===== config.mk =====
export PLATFORM = sky130hd
export DESIGN_NAME = regfile_mp
export DESIGN_NICKNAME = d
export VERILOG_FILES = /design/src/rtl/regfile_mp.sv
export SDC_FILE = /design/constraint.sdc
export NUM_CORES = 2
export LEC_CHECK = 0
export CAP_MARGIN = 20
export CORE_AREA = 2 2 462 464
export CTS_CLUSTER_SIZE = 14
export DETAILED_ROUTE_END_ITERATION = 10
export DIE_AREA = 0 0 464 466
export GPL_TIMING_DRIVEN = 0
export HOLD_SLACK_MARGIN = 0.15
export SLEW_MARGIN = 20
export SYNTH_ARGS = -nofsm -noshare
export SYNTH_HDL_FRONTEND = slang
export SYNTH_SLANG_ARGS = --single-unit

===== constraint.sdc =====
create_clock -name clk -period 3.8 [get_ports clk]
set_input_delay 0.38 -clock clk [delete_from_list [all_inputs] [get_ports clk]]
set_output_delay 0.38 -clock clk [all_outputs]
set_load 0.005 [all_outputs]

===== src/rtl/regfile_mp.sv =====
// rtl/regfile_mp.sv - parametrised multi-port register file with write bypass and busy scoreboard
module regfile_mp #(
  parameter  int XLEN     = 32,
  parameter  int DEPTH    = 32,
  parameter  int NREAD    = 2,
  parameter  int NWRITE   = 2,
  parameter  int BYPASS   = 1,
  parameter  int ZERO_REG = 1,
  localparam int AW       = $clog2(DEPTH)
) (
  input  logic                   clk,
  input  logic                   rst_n,
  input  logic [NREAD*AW-1:0]    rd_addr,
  output logic [NREAD*XLEN-1:0]  rd_data,
  output logic [NREAD-1:0]       rd_busy,
  input  logic [NWRITE-1:0]      wr_en,
  input  logic [NWRITE*AW-1:0]   wr_addr,
  input  logic [NWRITE*XLEN-1:0] wr_data,
  input  logic                   iss_en,
  input  logic [AW-1:0]          iss_addr,
  output logic [DEPTH-1:0]       busy_vec
);

  logic [XLEN-1:0] regs [DEPTH];
  logic [DEPTH-1:0] busy;
  logic [DEPTH-1:0] busyNext;
  logic [NWRITE-1:0] wrOk;

  logic [AW-1:0]   rdA   [NREAD];
  logic [NREAD-1:0] rdHit;
  logic [XLEN-1:0] rdFwd [NREAD];

  // Qualify write enables: writes to the hardwired zero register are dropped
  always_comb begin
    wrOk = '0;
    for (int j = 0; j < NWRITE; j++) begin
      wrOk[j] = wr_en[j] && !((ZERO_REG != 0) && (wr_addr[j*AW +: AW] == '0));
    end
  end

  // Storage update; later loop iterations override earlier ones so the highest port wins
  always_ff @(posedge clk) begin
    if (!rst_n) begin
      for (int r = 0; r < DEPTH; r++) begin
        regs[r] <= '0;
      end
    end else begin
      for (int j = 0; j < NWRITE; j++) begin
        if (wrOk[j]) begin
          regs[wr_addr[j*AW +: AW]] <= wr_data[j*XLEN +: XLEN];
        end
      end
    end
  end

  // Scoreboard next state: issue sets, writeback clears, issue beats writeback
  always_comb begin
    busyNext = '0;
    for (int r = 0; r < DEPTH; r++) begin
      logic setBit;
      logic clrBit;
      setBit = iss_en && (iss_addr == AW'(r));
      clrBit = 1'b0;
      for (int j = 0; j < NWRITE; j++) begin
        if (wr_en[j] && (wr_addr[j*AW +: AW] == AW'(r))) begin
          clrBit = 1'b1;
        end
      end
      busyNext[r] = setBit || (busy[r] && !clrBit);
    end
    if (ZERO_REG != 0) begin
      busyNext[0] = 1'b0;
    end
  end

  // Scoreboard register
  always_ff @(posedge clk) begin
    if (!rst_n) begin
      busy <= '0;
    end else begin
      busy <= busyNext;
    end
  end

  assign busy_vec = busy;

  // Per read port: find the highest-index enabled write hitting the same address
  always_comb begin
    rdHit = '0;
    for (int i = 0; i < NREAD; i++) begin
      rdA[i]   = rd_addr[i*AW +: AW];
      rdFwd[i] = '0;
      for (int j = 0; j < NWRITE; j++) begin
        if (wr_en[j] && (wr_addr[j*AW +: AW] == rdA[i])) begin
          rdHit[i] = 1'b1;
          rdFwd[i] = wr_data[j*XLEN +: XLEN];
        end
      end
    end
  end

  // Read data and busy outputs; zero register reads as 0 and never busy
  always_comb begin
    rd_data = '0;
    rd_busy = '0;
    for (int i = 0; i < NREAD; i++) begin
      logic isZero;
      logic issHit;
      isZero = (ZERO_REG != 0) && (rdA[i] == '0);
      issHit = iss_en && (iss_addr == rdA[i]);
      if (isZero) begin
        rd_data[i*XLEN +: XLEN] = '0;
        rd_busy[i]              = 1'b0;
      end else begin
        rd_data[i*XLEN +: XLEN] = ((BYPASS != 0) && rdHit[i]) ? rdFwd[i] : regs[rdA[i]];
        rd_busy[i]              = busy[rdA[i]] && !((BYPASS != 0) && rdHit[i] && !issHit);
      end
    end
  end

endmodule


==> impl_metrics.toml <==
[timing]
min_period_ns = 4.04
fin_skew_ns = 0
period_share_pct = 106
whs_ns = 0.143
tightestPinTransition_ns = 1.25
hold_viol = 0
rsz0062_at_grt = "true"
fmax_mhz = 248
worst_slack_ns = -0.236
slew_violations = 0
relSlewSlack_pct = 16.6
finalSetupViolations = 91

[logic_synthesis]
netlist.area_leader.share_pct = 48.8
syn_area_um2 = 63000
synth_area_leaders = "edfxtp_1, a22o_1, mux4_2"
netlist.top_cell.by_area = "edfxtp_1"
synthFlopType = "edfxtp_1"
ys_seq_elements = 1055
synthArstFlopShare_pct = 0
yosysSeqAreaShare_pct = 49.8
netlist_instances = 4877
netlist-cell-type-count = 56
yosys_warnings = 0
syn_avg_cell_area_um2 = 12.9
synth_edf_count = 1024

[critical_path]
required_ns = 3.42
reg2reg_to = "busy_vec[28]$_SDFF_PN0_"
reg2reg_from = "busy_vec[28]$_SDFF_PN0_"
reg2reg_setup_slack_ns = 2.44
path_max_fanout = 10
path_class = "input pin to primary output"
start_kind = "input pin"
worst_r2r_path_depth = 2
cp-end-kind = "primary output"
worstPathArrival_ns = 3.66

[die]
num_rows = 169
ioPinCount = 192
die_area_um2 = 216000
start_util_pct = 29.8
coreArea_um2 = 211000
die-height_um = 466
die_w_um = 464

[route]
ant_nets = 0
wl_met1_mm = 119
postRouteWirelength_mm = 326
drt-wirelength-per-cell_um = 39.6
vias = 55000
drt_iter0_markers = 10000
first_pass_iters = 6
topRoutingLayerUsed = "met5"
drc = 0
viasPerCell = 6.68
met2WireLength_mm = 136
wl_met3_mm = 45.1

[final_layout]
fin_cells = 8235
layout.nets = 5392
fillers = 20600
drive_gt1_share_pct = 18.7
syn2layout_area_growth_pct = 17.0

[cts]
insertion_delay_ns = 0.81
htree_levels = 3
cts_tree = "built"
cts_buffers = 120
ctsLongestPathBuffers = 3
clk_pin_slew_ns = 0.06
clock-sinks = 1055
root_buffer = "clkbuf_16"

[global_route]
grt_max_degree = 36
grt_pass1_vias = 52000
antenna_found_initial = 42
grt_pass1_wl_mm = 435
track_usage_pct = 29.0
grt-ovfl-total = 0

[place]
numPortBuffers = 108
placed_cells_incl_taps = 7976
dp_hpwl_mm = 249
gp_congestion = 1.05

[worst_hold_path]
min-delay-path-class = "input pin to flop"
hold_start = "wr_data[40]"
hold_path_end = "regs[22][8]$_DFFE_PP_"
min_path_cells = 2

[power_and_ir_drop]
ir_worst_vdd_mv = 0.533
power_density_nw_per_um2 = 408
power.leakage_nw = 25.2

[outcome]
status = "finished with violations"
violations = "setup timing"

[run]
maxCapViolCount = 0
## repair_timing
action / CTS / global route
buffers inserted: 4 / 3
hold buffers: 17 / 0
gates resized for setup: 188 / 65
endpoints found under the setup margin: 101 / 71
pin swaps: 6 / 9
cloned: 0 / 0
hold endpoints to repair: 11 / 0
## worst max path at each step
stage          slack [ns]  depth (start not counted)                    end        from
2_1_floorplan        0.47                          8   regs[4][0]$_DFFE_PP_  wr_addr[8]
3_3_place_gp        -2.66                          8  regs[9][18]$_DFFE_PP_    wr_en[1]
3_5_place_dp        -1.88                          8            rd_data[63]  rd_addr[8]
4_1_cts             -0.02                         10            rd_data[31]  rd_addr[0]
5_1_grt             -0.11                          6            rd_data[12]  rd_addr[4]
6_report            -0.24                          6            rd_data[12]  rd_addr[4]
## per-stage QoR
step | setup slack (ns) | utilization (%) | TNS [ns] | power (W) | area, µm²
2_1_floorplan | 0.470 | - | 0 | 0.0165 | 63200
3_3_place_gp | -2.66 | 32.1 | -2123.71 | 0.0186 | 67800
3_5_place_dp | -1.88 | 32.7 | -434.79 | 0.0188 | 69100
4_1_cts | -0.0172 | 34.8 | -0.0220 | 0.0297 | 73500
5_1_grt | -0.112 | 34.9 | -0.121 | 0.0305 | 73700
6_report | -0.236 | 34.9 | -5.04 | 0.0301 | 73700
## metal layers
layer,GRT usage [%],vias to the layer above
met5,0,-
met4,19.2,24
met3,9.93,1050
met2,41.8,4941
met1,36.7,28100
li1,-,20900
## where the power goes
part	total [W]	switching, W	internal, W
Combinational	0.00510	0.00333	0.00177
Sequential	0.0139	0.000415	0.0135
Clock	0.0111	0.00523	0.00591
Total	0.0301	0.00898	0.0211
## cell usage in the layout (no fill, tap or decap), types with 27 or more instances in the layout
master              n
a41oi_1            27
o221ai_1           63
mux4_2            276
a211oi_1          185
clkbuf_2           60
buf_6              54
nand2_1            56
clkbuf_4           27
a22o_1            992
buf_1              82
a22oi_1           158
nand3_1           137
conb_1             33
a21oi_1           132
clkinv_1           35
nor2_1             87
clkdlybuf4s50_1    95
edfxtp_1         1024
dfxtp_1            31
clkbuf_1          371
a211o_1            60
a41oi_2            27
buf_2             149
buf_4             160
nor2b_1           200
mux2i_1           441
clkbuf_16         120
## synth_stat cells (3+ instances only)
cell type	number
nand3b_1	17
a21oi_1	132
mux4_2	276
and2_1	3
nand3_1	139
buf_4	51
nor4_2	4
xor2_1	24
a32oi_1	12
mux4_1	3
nand4_1	4
xnor2_1	6
inv_1	3
mux2_2	3
nor2_1	97
a211o_1	62
and3_1	6
nor2b_1	202
nor3_2	7
nor3_1	14
a211oi_1	186
buf_2	176
edfxtp_1	1024
nand2b_1	15
a31oi_1	5
nor4_1	6
clkbuf_1	422
buf_1	91
a22oi_1	160
o211ai_1	19
buf_6	15
dfxtp_1	31
mux2i_1	442
a41oi_1	62
nand2_1	60
a22o_1	992
nor2_2	17
or3_1	3
o221ai_1	63
## state kept, by name, summed over array words and instances, names as in the netlist
| register | count |
|---|---|
| busy_vec | 31 |
| regs | 1024 |
## layout make-up
| class | count | area, µm² | area share (%) |
|---|---|---|---|
| Buffer | 753 | 3680 | 4.99 |
| Antenna cell | 23 | 57.6 | 0.0781 |
| Clock buffer | 150 | 3120 | 4.23 |
| Tap cell | 2821 | 3530 | 4.79 |
| Timing Repair Buffer | 271 | 2650 | 3.59 |
| Sequential cell | 1055 | 31400 | 42.5 |
| Multi-Input combinational cell | 3094 | 28900 | 39.2 |
| Clock inverter | 65 | 433 | 0.587 |
| Inverter | 3 | 11.3 | 0.0153 |
## critical path, cell delays in order
cell and delay [ns]:
clkbuf_1 0.59, nor2b_1 0.64, clkbuf_1 0.77, nand3_1 0.21, a41oi_2 0.45, clkdlybuf4s50_1 0.60
## cell families (layout without fill, tap and decap cells)
kind of cell / after synthesis / count (layout) / share of synthesized area, %
compound gates: 1699 / 1699 / 22.1
flops: 1055 / 1055 / 49.8
buf+inv: 760 / 1242 / 5.41
mux: 724 / 724 / 17.1
simple gates: 608 / 608 / 5.28
xor+xnor: 30 / 30 / 0.417
other cells: 1 / 56 / 0.00595
No activity file was read; power rests on OpenSTA's default activity.
